[config.mk]
export PLATFORM = sky130hd
export DESIGN_NAME = vga_sync_gen_flat
export DESIGN_NICKNAME = d
export VERILOG_FILES = /design/src/rtl/vga_sync_gen_if.sv /design/src/rtl/vga_sync_gen.sv /design/src/flat_wrapper.sv
export SDC_FILE = /design/constraint.sdc
export NUM_CORES = 1
export LEC_CHECK = 0
export BUFFER_PORTS_ARGS = -buffer_cell sky130_fd_sc_hd__buf_2
export CORE_MARGIN = 2
export CORE_UTILIZATION = 56
export CTS_CLUSTER_DIAMETER = 120
export DETAILED_ROUTE_END_ITERATION = 10
export HOLD_SLACK_MARGIN = 0.05
export PLACE_DENSITY = 0.76
export SLEW_MARGIN = 15
export SYNTH_ARGS = -nofsm -noshare
export SYNTH_HDL_FRONTEND = slang
export SYNTH_SLANG_ARGS = --single-unit
[constraint.sdc]
create_clock -name clk_i -period 2.05 [get_ports clk_i]
set_input_delay 0.205 -clock clk_i [delete_from_list [all_inputs] [get_ports clk_i]]
set_output_delay 0.205 -clock clk_i [all_outputs]
set_load 0.01 [all_outputs]
[src/rtl/vga_sync_gen_if.sv]
// Raster timing bundle between the VGA sync generator and its consumer (renderer / pins).
interface vga_sync_gen_if;
    localparam int unsigned CW = 10;

    logic          en;
    logic          pix_en;
    logic          hsync;
    logic          vsync;
    logic          video_on;
    logic [CW-1:0] pix_x;
    logic [CW-1:0] pix_y;
    logic          line_start;
    logic          frame_start;

    // Consumer side: gates the raster and samples the timing outputs.
    modport master (
        output en,
        input  pix_en, hsync, vsync, video_on, pix_x, pix_y, line_start, frame_start
    );

    // Generator side.
    modport slave (
        input  en,
        output pix_en, hsync, vsync, video_on, pix_x, pix_y, line_start, frame_start
    );
endinterface

[src/rtl/vga_sync_gen.sv]
// VGA raster timing generator on the 50 MHz clock with an internal 25 MHz pixel enable.
// All outputs are registered decodes of the pixel counters, held two cycles per pixel.
module vga_sync_gen #(
    parameter int unsigned H_ACTIVE = 640,
    parameter int unsigned H_FP     = 16,
    parameter int unsigned H_SYNC   = 96,
    parameter int unsigned H_BP     = 48,
    parameter int unsigned V_ACTIVE = 480,
    parameter int unsigned V_FP     = 10,
    parameter int unsigned V_SYNC   = 2,
    parameter int unsigned V_BP     = 33,
    parameter logic        SYNC_POL = 1'b0
) (
    input  logic           clk_i,
    input  logic           rst_n_i,
    vga_sync_gen_if.slave  vga
);
    localparam int unsigned CW      = 10;
    localparam int unsigned H_TOTAL = H_ACTIVE + H_FP + H_SYNC + H_BP;
    localparam int unsigned V_TOTAL = V_ACTIVE + V_FP + V_SYNC + V_BP;

    localparam logic [CW-1:0] H_LAST   = CW'(H_TOTAL - 1);
    localparam logic [CW-1:0] V_LAST   = CW'(V_TOTAL - 1);
    localparam logic [CW-1:0] H_ACT    = CW'(H_ACTIVE);
    localparam logic [CW-1:0] V_ACT    = CW'(V_ACTIVE);
    localparam logic [CW-1:0] HS_START = CW'(H_ACTIVE + H_FP);
    localparam logic [CW-1:0] HS_END   = CW'(H_ACTIVE + H_FP + H_SYNC);
    localparam logic [CW-1:0] VS_START = CW'(V_ACTIVE + V_FP);
    localparam logic [CW-1:0] VS_END   = CW'(V_ACTIVE + V_FP + V_SYNC);

    logic          phase_q, phase_d;
    logic [CW-1:0] h_cnt_q, h_cnt_d;
    logic [CW-1:0] v_cnt_q, v_cnt_d;
    logic          pix_en_q, pix_en_d;
    logic          hsync_q, hsync_d;
    logic          vsync_q, vsync_d;
    logic          video_on_q, video_on_d;
    logic [CW-1:0] pix_x_q, pix_x_d;
    logic [CW-1:0] pix_y_q, pix_y_d;
    logic          line_start_q, line_start_d;
    logic          frame_start_q, frame_start_d;

    always_ff @(posedge clk_i or negedge rst_n_i) begin
        if (!rst_n_i) begin
            phase_q       <= 1'b0;
            h_cnt_q       <= '0;
            v_cnt_q       <= '0;
            pix_en_q      <= 1'b0;
            hsync_q       <= ~SYNC_POL;
            vsync_q       <= ~SYNC_POL;
            video_on_q    <= 1'b0;
            pix_x_q       <= '0;
            pix_y_q       <= '0;
            line_start_q  <= 1'b0;
            frame_start_q <= 1'b0;
        end else begin
            phase_q       <= phase_d;
            h_cnt_q       <= h_cnt_d;
            v_cnt_q       <= v_cnt_d;
            pix_en_q      <= pix_en_d;
            hsync_q       <= hsync_d;
            vsync_q       <= vsync_d;
            video_on_q    <= video_on_d;
            pix_x_q       <= pix_x_d;
            pix_y_q       <= pix_y_d;
            line_start_q  <= line_start_d;
            frame_start_q <= frame_start_d;
        end
    end

    // Counters advance on the second half of each pixel; decodes lag them by one cycle,
    // so the strobe lands in the second cycle a coordinate is shown.
    always_comb begin
        phase_d       = phase_q;
        h_cnt_d       = h_cnt_q;
        v_cnt_d       = v_cnt_q;
        pix_en_d      = phase_q & vga.en;
        hsync_d       = hsync_q;
        vsync_d       = vsync_q;
        video_on_d    = video_on_q;
        pix_x_d       = pix_x_q;
        pix_y_d       = pix_y_q;
        line_start_d  = line_start_q;
        frame_start_d = frame_start_q;

        if (vga.en) begin
            phase_d = ~phase_q;
            if (phase_q) begin
                if (h_cnt_q == H_LAST) begin
                    h_cnt_d = '0;
                    v_cnt_d = (v_cnt_q == V_LAST) ? '0 : v_cnt_q + CW'(1);
                end else begin
                    h_cnt_d = h_cnt_q + CW'(1);
                end
            end

            video_on_d    = (h_cnt_q < H_ACT) && (v_cnt_q < V_ACT);
            hsync_d       = ((h_cnt_q >= HS_START) && (h_cnt_q < HS_END)) ? SYNC_POL : ~SYNC_POL;
            vsync_d       = ((v_cnt_q >= VS_START) && (v_cnt_q < VS_END)) ? SYNC_POL : ~SYNC_POL;
            pix_x_d       = h_cnt_q;
            pix_y_d       = v_cnt_q;
            line_start_d  = (h_cnt_q == '0);
            frame_start_d = (h_cnt_q == '0) && (v_cnt_q == '0);
        end
    end

    assign vga.pix_en      = pix_en_q;
    assign vga.hsync       = hsync_q;
    assign vga.vsync       = vsync_q;
    assign vga.video_on    = video_on_q;
    assign vga.pix_x       = pix_x_q;
    assign vga.pix_y       = pix_y_q;
    assign vga.line_start  = line_start_q;
    assign vga.frame_start = frame_start_q;
endmodule

[src/flat_wrapper.sv]
// flat-port wrapper written by rule: the top's interface ports become plain ports
module vga_sync_gen_flat 
#(
    parameter int unsigned H_ACTIVE = 640,
    parameter int unsigned H_FP     = 16,
    parameter int unsigned H_SYNC   = 96,
    parameter int unsigned H_BP     = 48,
    parameter int unsigned V_ACTIVE = 480,
    parameter int unsigned V_FP     = 10,
    parameter int unsigned V_SYNC   = 2,
    parameter int unsigned V_BP     = 33,
    parameter logic        SYNC_POL = 1'b0
)
  (clk_i, rst_n_i, vga_en, vga_pix_en, vga_hsync, vga_vsync, vga_video_on, vga_pix_x, vga_pix_y, vga_line_start, vga_frame_start);
  vga_sync_gen_if vga_i ();
  input  logic clk_i;
  input  logic rst_n_i;
  input wire logic [$bits(vga_i.en)-1:0] vga_en;
  output wire logic [$bits(vga_i.pix_en)-1:0] vga_pix_en;
  output wire logic [$bits(vga_i.hsync)-1:0] vga_hsync;
  output wire logic [$bits(vga_i.vsync)-1:0] vga_vsync;
  output wire logic [$bits(vga_i.video_on)-1:0] vga_video_on;
  output wire logic [$bits(vga_i.pix_x)-1:0] vga_pix_x;
  output wire logic [$bits(vga_i.pix_y)-1:0] vga_pix_y;
  output wire logic [$bits(vga_i.line_start)-1:0] vga_line_start;
  output wire logic [$bits(vga_i.frame_start)-1:0] vga_frame_start;
  assign vga_i.en = vga_en;
  assign vga_pix_en = vga_i.pix_en;
  assign vga_hsync = vga_i.hsync;
  assign vga_vsync = vga_i.vsync;
  assign vga_video_on = vga_i.video_on;
  assign vga_pix_x = vga_i.pix_x;
  assign vga_pix_y = vga_i.pix_y;
  assign vga_line_start = vga_i.line_start;
  assign vga_frame_start = vga_i.frame_start;
  vga_sync_gen #(.H_ACTIVE(H_ACTIVE), .H_FP(H_FP), .H_SYNC(H_SYNC), .H_BP(H_BP), .V_ACTIVE(V_ACTIVE), .V_FP(V_FP), .V_SYNC(V_SYNC), .V_BP(V_BP), .SYNC_POL(SYNC_POL)) u_core (.clk_i(clk_i), .rst_n_i(rst_n_i), .vga(vga_i));
endmodule
======== Word-level counts from Yosys, hierarchy flattened ========
Cells that the tools add are included.
storage, ports and cells
  flip-flop bits (word level) ............. 47
  input bits .............................. 3
  output and inout port bits .............. 26
  logic and storage cells ................. 35
cells by class
  add/sub/neg operators ................... 2
  magnitude comparators ................... 6
  equality and inequality tests ........... 2
  muxes and demuxes ....................... 4
  bitwise operators ....................... 2
  reduce and logical (&&, ||, !) cells .... 8
operators by type and width
  cell                                                                           number
  10-bit by 1-bit adder with 10-bit output, second input constant                2
  10-bit == test, second input constant                                          2
  10-bit logical NOT                                                             2
  10-bit less-than comparator, second input constant                             2
  10-bit by 9-bit less-than comparator with 1-bit output, second input constant  2
  10-bit 2-to-1 mux                                                              2
  10-bit >= comparator, second input constant                                    1
  10-bit by 9-bit >= comparator with 1-bit output, second input constant         1
  1-bit logical AND                                                              4
  3-bit AND reduction                                                            1
  1-bit 2-to-1 mux                                                               2
  2-bit AND reduction                                                            1
  1-bit bitwise AND                                                              1
  1-bit NOT                                                                      1

======== Longest topological paths before layout ========
Gate-level depths: netlist of the first run.
  word-level depth ........................ 3
  mapped depth ............................ 6
  gate-level depth less buffers ........... 6

======== Least setup slack after synthesis of the first run ========
OpenSTA, ideal clock, no wires.
  kind .................................... flip-flop to flip-flop
  start point ............................. register u_core.h_cnt_q[7]
  end point ............................... register u_core.v_cnt_q[6]
  library setup time ...................... 0.124 ns
  arrival ................................. 1.505 ns
  data required time ...................... 1.926 ns
  setup slack ............................. 0.421 ns
  stages on the path, launching flop included .. 6
  path buffers ............................ 1
  period minus slack after synthesis ...... 1.629 ns
  path through ............................ dfrtp_1 -> buf_6 -> or3_4 -> nor4_4 -> nand4_1 -> xnor2_1
between the ends
  longest elaborated chain between the ends .. 2
RTL lines
  item                                  line                text
  start: declaration                    vga_sync_gen.sv:32  logic [CW-1:0] h_cnt_q, h_cnt_d;
  start signal: assignment              vga_sync_gen.sv:58  h_cnt_q <= h_cnt_d;
  10-bit == test                        vga_sync_gen.sv:89  if (h_cnt_q == H_LAST) begin
  3-bit AND reduction (no source line)  --
  end signal: assignment                vga_sync_gen.sv:59  v_cnt_q <= v_cnt_d;
  end: declaration                      vga_sync_gen.sv:33  logic [CW-1:0] v_cnt_q, v_cnt_d;
No other way between the ends.
A chain may end at the register's enable or synchronous reset.

======== Worst setup path in the final report of the first run ========
  start point ............................. register u_core.h_cnt_q[7]
  end point ............................... register u_core.v_cnt_q[2]
The elaborated chain is that of the path after synthesis.

==> summary.md, run 1 <==
At the later pin of the worst-skew pair, clock insertion delay measures 0.30 ns. After routing the design area is 2410 um2. The total inserted antenna cells is 0, and the final core utilization is 65.3%. Before CTS, the worst setup slack after placement is 0.300 ns. The cell count after synthesis came out at 192.

Summed over all cells, the static leakage comes to 1.16 nW. The largest single stage delay on the critical path is 0.47 ns. The run gives 0 as the DRC violation count after routing. TritonCTS built the clock tree. The floorplan has 22 rows.

After synthesis, the cell types taking the most area are sky130_fd_sc_hd__dfrtp_1 (52%), sky130_fd_sc_hd__mux2_2 (10%), sky130_fd_sc_hd__xnor2_1 (3.7%), sky130_fd_sc_hd__nand3_1 (2.6%), sky130_fd_sc_hd__o21ai_0 (2.6%). In the routed layout, each cell is associated on average with a via count of 5.76. During placement, the flow inserted port buffers numbering 28. The die boundary width was 66.1 um. Summed over all layers, the routed wires come to 4010 um.

The kind of start point of the critical path is a flop. A synthesized cell averages 11.2 um2. Buffers inserted during clock tree synthesis total 5. Synthesis produced a netlist with a net count of 199.

The worst setup path is of the flop to flop kind. Setup violations remaining at the end of the flow were counted as 0. The overall die height is 66.1 um.

For this configuration, the core starts out at a cell density of 58.5%. The share of the Yosys chip area taken by registers is 54.6%. In the final routed layout, each cell accounts on average for 14.9 um. The mapped cell area is 2160 um2, and the worst-case reg-to-reg path depth is 5.

Dividing total power by cell area gives a power density of 855 nW/um2. The number of storage elements in the synthesis netlist is 47, and the fill cell instance count of the final layout is 311. The synthesized netlist devotes 2.32% of its cell area to adder and majority cells.

Clock tree synthesis found a total of 47 sinks. The tools report the buffer cell driving the clock tree root as sky130_fd_sc_hd__clkbuf_8. The run finished with clean final reports. Commonest register cell after synthesis: sky130_fd_sc_hd__dfrtp_1. The number of nets with antenna violations after routing was 0; the xor-xnor portion of the synthesized cell area was 4.46%. The vias after detailed routing was 1550; the pin count of the biggest net entering global routing was 31.

The share of flip-flops with an asynchronous set or reset works out to 100%. For the arrival time at the worst endpoint, the log shows 1.95 ns. Source of the worst register-to-register timing path: u_core.h_cnt_q[7]. Global routing used 21.0% of the available tracks. CTS built an H-tree with a depth of 2. Of all nets on the critical path, the largest fanout is 15. The worst clock skew was 0.00585 ns. The endpoint class of the critical path is a flop.

Path category of the worst min-delay check: input port to async pin. The clock period minus final worst setup slack works out to 1.77 ns. Global routing finished with a remaining overflow of 0. The share of synthesized area in the top cell type comes to 52.2%. The logs give 2320 um2 for the total cell area at the placement stage and 2850 um for the detailed placement HPWL. The synthesized design spends more area on one cell type than any other, namely sky130_fd_sc_hd__dfrtp_1. The synthesized-area fraction occupied by ao, oa, aoi and oai cells was 5.68%. The tools report the headroom to the max-slew limit as 70.2%. Once the clock tree was built, the resizer swapped 0 gates to a different size. In the final layout, the share of cells above drive strength 1 is 28.5%. The die covers 4370 um2.

The total of max-cap violations was 0; the final net count was 228. For the pin with the worst max-slew slack, the measured transition is 0.443 ns. The tools report the setup fix buffers added after clock tree synthesis as 0. Setup repair after global routing left no endpoint under its margin.

The clock slew at the register clock pins of the worst setup and hold paths works out to 0.08 ns. The number of max-slew violations in the final report was 0. On the critical path, the stage with the largest delay is an instance of sky130_fd_sc_hd__dfrtp_1. The setup check on the worst reg-to-reg path leaves a slack of 0.28 ns.

The start point of the critical path was u_core.h_cnt_q[7]. The placer's final routability congestion estimate came out at 0.844. The run gives 1399 as the number of global-route vias before repair.

For this run, the detailed router's first-pass iteration total came to 4. After layout, the design draws a total of 2.06 mW. The Yosys step of the flow raised 0 warnings.

The area growth from synthesis to layout is 11.5%. Setup total negative slack on the finished layout was measured at 0 ns. During I/O placement, the number of pins put on the boundary was 29. The portion of synthesized area spent on multiplexers is 10.4%. The synthesized netlist devotes 17.4% of its cell area to simple gates.

The combinational family with the most area after synthesis is simple AND/OR/NAND/NOR gates. The number of hold violations in the final report came out at 0. The initial detailed-routing violation count is 119, and the number of antenna violations at the first check in global routing is 0. The global-route wire length before repair is 6840 um, and the top achievable clock speed is 0.565 GHz. The signal on the critical path passes through or3_4 -> nor4_4 -> buf_4 -> a21boi_0 -> o21ai_0. Counting along the longest clock path gives a buffer depth of 2. The worst-case IR drop observed on VDD is 0.000647 V. The data required time of the critical path is 2.23 ns. Counting flops with a built-in enable in the synthesized netlist gives 0.

The worst path uses 86.4% of the clock period. The logs give 36 for the number of distinct library cells after synthesis and 0.279 ns for the final setup slack of the worst path. The core box area came out at 3690 um2.
==> placed cells by master, fill, tap and decap left out, types with 2 or more instances in the layout <==
master,count
sky130_fd_sc_hd__a21oi_1,3
sky130_fd_sc_hd__and3_1,5
sky130_fd_sc_hd__and4_1,3
sky130_fd_sc_hd__buf_2,28
sky130_fd_sc_hd__buf_4,4
sky130_fd_sc_hd__clkbuf_1,2
sky130_fd_sc_hd__clkbuf_8,5
sky130_fd_sc_hd__dfrtp_1,45
sky130_fd_sc_hd__dfstp_2,2
sky130_fd_sc_hd__ha_1,4
sky130_fd_sc_hd__inv_1,11
sky130_fd_sc_hd__mux2_2,20
sky130_fd_sc_hd__nand2_1,13
sky130_fd_sc_hd__nand3_1,11
sky130_fd_sc_hd__nand4_1,8
sky130_fd_sc_hd__nor2_1,9
sky130_fd_sc_hd__nor3_1,6
sky130_fd_sc_hd__nor4_1,4
sky130_fd_sc_hd__o21ai_0,11
sky130_fd_sc_hd__o31ai_1,2
sky130_fd_sc_hd__xnor2_1,9
sky130_fd_sc_hd__xor2_1,2
==> repair_timing <==
action	CTS	global route
setup endpoints to repair	0	0
hold buffers	1	0
endpoints found under the hold margin	16	0
==> registers in the layout, indices dropped and copies added, names as in the netlist <==
| register | cells |
|---|---|
| u_core.vga.pix_x | 10 |
| u_core.vga.video_on | 1 |
| u_core.vga.line_start | 1 |
| u_core.phase_q | 1 |
| u_core.vga.pix_en | 1 |
| u_core.vga.vsync | 1 |
| u_core.v_cnt_q | 10 |
| u_core.h_cnt_q | 10 |
| u_core.vga.frame_start | 1 |
| u_core.vga.hsync | 1 |
| u_core.vga.pix_y | 10 |
==> cells by family after synthesis <==
family,Yosys count
mux,20
buf+inv,22
compound gates,21
flops,47
xor+xnor,11
fa+ha+maj,4
simple gates,67
==> cell usage after synthesis, types with 2 or more instances <==
master and instances:
sky130_fd_sc_hd__dfrtp_1 45, sky130_fd_sc_hd__mux2_2 20, sky130_fd_sc_hd__nand2_1 13, sky130_fd_sc_hd__inv_1 11, sky130_fd_sc_hd__nand3_1 11, sky130_fd_sc_hd__o21ai_0 11
sky130_fd_sc_hd__nor2_1 9, sky130_fd_sc_hd__xnor2_1 9, sky130_fd_sc_hd__nand4_1 8, sky130_fd_sc_hd__nor3_1 6, sky130_fd_sc_hd__and3_1 5, sky130_fd_sc_hd__ha_1 4
sky130_fd_sc_hd__nor4_1 4, sky130_fd_sc_hd__a21oi_1 3, sky130_fd_sc_hd__and4_1 3, sky130_fd_sc_hd__buf_1 3, sky130_fd_sc_hd__buf_2 3, sky130_fd_sc_hd__buf_4 2
sky130_fd_sc_hd__buf_6 2, sky130_fd_sc_hd__dfstp_2 2, sky130_fd_sc_hd__o31ai_1 2, sky130_fd_sc_hd__xor2_1 2
==> routing by layer <==
metal | global-route usage (%) | part of all wire, % | up-vias
li1 | - | - | 735
met1 | 28.3 | 47 | 776
met2 | 32.4 | 47 | 33
met3 | 5.62 | 4.4 | 6
met4 | 8.42 | 1.7 | 0
met5 | 0 | 0 | -
==> worst paths after layout <==
| path | to |
|---|---|
| setup / recovery | u_core.v_cnt_q[2] |
| hold / removal | u_core.vga.pix_x[9] |
| setup reg to reg | u_core.v_cnt_q[2] |
| hold reg to reg | u_core.vga.hsync |
| max in group asynchronous | u_core.vga.pix_x[0] |
| min in group clk_i | u_core.vga.pix_en |
==> report_power, final <==
group / total, mW / internal [mW] / leakage [nW] / switching, mW
Combinational: 0.366 / 0.168 / 0.524 / 0.199
Clock: 0.508 / 0.235 / 0.0383 / 0.273
Sequential: 1.18 / 1.05 / 0.596 / 0.133
Total: 2.06 / 1.45 / 1.16 / 0.605
==> final cells by class <==
class / count / area (um2) / share of cell area (%)
Sequential cell: 47 / 1180 / 49.0
Timing Repair Buffer: 33 / 180 / 7.48
Multi-Input combinational cell: 123 / 871 / 36.2
Clock buffer: 7 / 76.3 / 3.17
Tap cell: 48 / 60.1 / 2.49
Inverter: 11 / 41.3 / 1.72
==> worst max-delay path: cells and delay by family (launching register included) <==
family                 cells  cell delay [ns]
AO/OA/AOI/OAI              2             0.29
buffers and inverters      1             0.23
flip-flops                 1             0.47
AND/OR/NAND/NOR            2             0.65
==> metrics by stage <==
step	std cells	hold WS, ns
floorplan	192	-0.0906
global placement	261	0.147
detailed placement	261	0.150
CTS	269	0.347
global route	269	0.392
finish	269	0.360
(Power assumes the default switching activity.)
==> inputs of run 2 (changes only) <==
--- a/config.mk
+++ b/config.mk
@@ -10,6 +10,7 @@
 export CORE_UTILIZATION = 56
 export CTS_CLUSTER_DIAMETER = 120
 export DETAILED_ROUTE_END_ITERATION = 10
+export GPL_TIMING_DRIVEN = 0
 export HOLD_SLACK_MARGIN = 0.05
 export PLACE_DENSITY = 0.76
 export SLEW_MARGIN = 15
==> run 2 against run 1 <==
Against the previous run: register-to-register slack got worse by 0.07 ns; power is 4.2% higher; combinational power up 15%; wire length shrank 6.8%; clock power is 17% higher; first-iteration DRC count did not move; clock-buffer cell count rose by 1; worst setup slack got worse by 0.073 ns; utilization rose by 1.4 points; critical endpoint is now u_core.v_cnt_q[3]; largest power group unchanged.
==> summary.md, run 2 (synthesized netlist as in run 1, its figures left out) <==
The tools report the setup fix buffers added after clock tree synthesis as 0. The pin count of the biggest net entering global routing is 48. During I/O placement, the number of pins put on the boundary was 29.

The logs give 1326 for the number of global-route vias before repair and 0.00619 ns for the worst clock skew. The tools report the overflow left after global routing as 0. The power density over the cells is 872 nW/um2, and the detailed-route wire length per cell is 13.6 um. For this run, the detailed router's first-pass iteration total came to 4.

The logs give 0 for the number of max-slew violations in the final report and 0 for the total inserted antenna cells. The worst setup path is captured at a flop. In this run the tool buffered the top-level ports with 28 buffer cells. The placer's final routability congestion estimate was 0.837. The clock drives 47 sinks. The finished cells cover 2460 um2. At the end of the flow, the number of nets in the layout was 234.

The core region is 3690 um2. The floorplan has 22 rows. Kind of cell adding the most delay to the critical path: simple AND/OR/NAND/NOR gates. The total of max-cap violations is 0. Dividing the final minimum period by the clock period gives 89.9%. The total number of H-tree levels came out at 2.

Once placement finished, the instance area stood at 2360 um2. The actual transition at the worst max-transition pin is 0.989 ns, and the overall die height is 66.1 um. Of the cells placed in the final design, the portion with a size suffix greater than 1 is 29.8%. Setup violations remaining at the end of the flow were counted as 0. Detailed routing inserted a total of 1518 vias. For this run, design rule violations remaining after detail routing come to 0. TritonCTS built the clock tree. The cell with the largest stage delay on the worst path was sky130_fd_sc_hd__nor4_1. Buffer depth of the longest clock path: 2.

The run finished with clean final reports. Traced cell by cell, the critical path runs through buf_4 -> nor4_1 -> nand4_1 -> and3_1 -> a211o_1. The area growth from synthesis to layout is 13.9%. STA puts the critical path data required time at 2.24 ns.

The kind of start point of the critical path is a flop. The CTS buffer count is 5, and the number of hold violations in the final report is 0. For the worst setup path, the data arrival time is 2.04 ns. The overall power of the completed layout is 2.14 mW. For this configuration, the core starts out at a cell density of 58.5%. The final layout contains routed wiring with a total length of 3740 um. Post-CTS repair changed the size of 0 cells. The global-route total usage across every layer was 19.4%; the detailed placement HPWL was 2620 um. The highest net fanout along the worst path was 9. The worst setup path is of the flop to flop kind. The leading cell type in the layout, fill and taps excluded was sky130_fd_sc_hd__dfrtp_1. The number of antenna violations at the first check in global routing is 0.

For this block, the initial DRC count from the detailed router was 119. The later pin in the worst-skew pair is clocked with a latency of 0.30 ns. For the worst voltage drop across the vdd grid, the log shows 0.000523 V. The die covers 4370 um2. Clock-pin slew was measured on the worst setup and hold paths at 0.08 ns. The number of nets with antenna violations after routing is 0. The analysis attributes to cell leakage a power of 1.19 nW. In the layout the commonest cells are sky130_fd_sc_hd__dfrtp_1 (45), sky130_fd_sc_hd__buf_2 (31), sky130_fd_sc_hd__mux2_2 (20), sky130_fd_sc_hd__nand2_1 (13). Total buffers and inverters traversed by the critical path: 1. The detail-routed via count per cell came out at 5.50. Buffers inserted to repair hold after CTS numbered 0. Setup repair after global routing left no endpoint under its margin. For the finished layout, the period the worst path requires is 1.84 ns. For this run, the top clock speed supported by timing is 0.543 GHz.

The path category of the worst min-delay check is input port to async pin. In this design, the stage delay of the slowest critical-path cell is 0.39 ns. In the final timing run, aggregate negative setup slack is 0 ns. Headroom to the max-slew limit came out at 34.1%. Measured along the x axis, the die boundary spans 66.1 um. The tree is rooted in a sky130_fd_sc_hd__clkbuf_8. For the global-route wire length before repair, the log shows 6370 um.
## run 2: changes by cell type in the layout (fill, tap and decap cells not counted), sizes merged
cell	delta
clkbuf	+2
dlygate4sd3	-1
buf	+6
## run 2: worst paths after layout
kind                                   startpoint                     to  slack [ns]  depth (start not counted)
worst max-delay path            u_core.v_cnt_q[4]      u_core.v_cnt_q[3]        0.21                          5
worst max register to register  u_core.v_cnt_q[4]      u_core.v_cnt_q[3]        0.21                          5
min in group clk_i                         vga_en      u_core.vga.pix_en        0.42                          3
worst min-delay path                      rst_n_i  u_core.vga.line_start        0.06                          1
max in group asynchronous                 rst_n_i    u_core.vga.pix_y[7]        1.38                          1
worst min register to register   u_core.vga.vsync       u_core.vga.vsync        0.50                          2
## run 2: through the flow
step                      worst slack (ns)  instances  utilization (%)  hold WS, ns
after global placement               0.222        268             63.9        0.432
after detailed placement             0.252        268             63.9        0.428
final                                0.207        276             66.7       0.0629
after CTS                            0.243        276             66.7       0.0977
after global routing                 0.135        276             66.7        0.158
after floorplan                      0.421        192                -      -0.0906
## run 2: power by group
group | internal, mW | leakage (nW) | switching (mW)
Clock | 0.308 | 0.0515 | 0.288
Combinational | 0.180 | 0.545 | 0.240
Sequential | 1.05 | 0.596 | 0.0783
## run 2: routing by layer
| layer | global-route usage [%] | up-vias | part of all wire [%] |
|---|---|---|---|
| li1 | - | 745 | - |
| met1 | 28.2 | 730 | 49 |
| met2 | 28.0 | 37 | 44 |
| met3 | 4.60 | 6 | 4.9 |
| met4 | 7.65 | 0 | 1.8 |
| met5 | 0 | - | 0 |
## run 2: worst reg2reg max path, delay by kind of cell (launching register included)
| kind | cells | cell delay [ns] |
|---|---|---|
| buf+inv | 1 | 0.16 |
| simple gates | 3 | 1.01 |
| compound gates | 1 | 0.21 |
| flops | 1 | 0.36 |
## run 2: cell type report
type	count	area [um2]
tap	48	60.1
clock buffer	8	100
buffer	11	67.6
fill	305	1230
sequential	47	1180
inverter	11	41.3
multi-input combinational	123	871
timing repair buffer	28	140
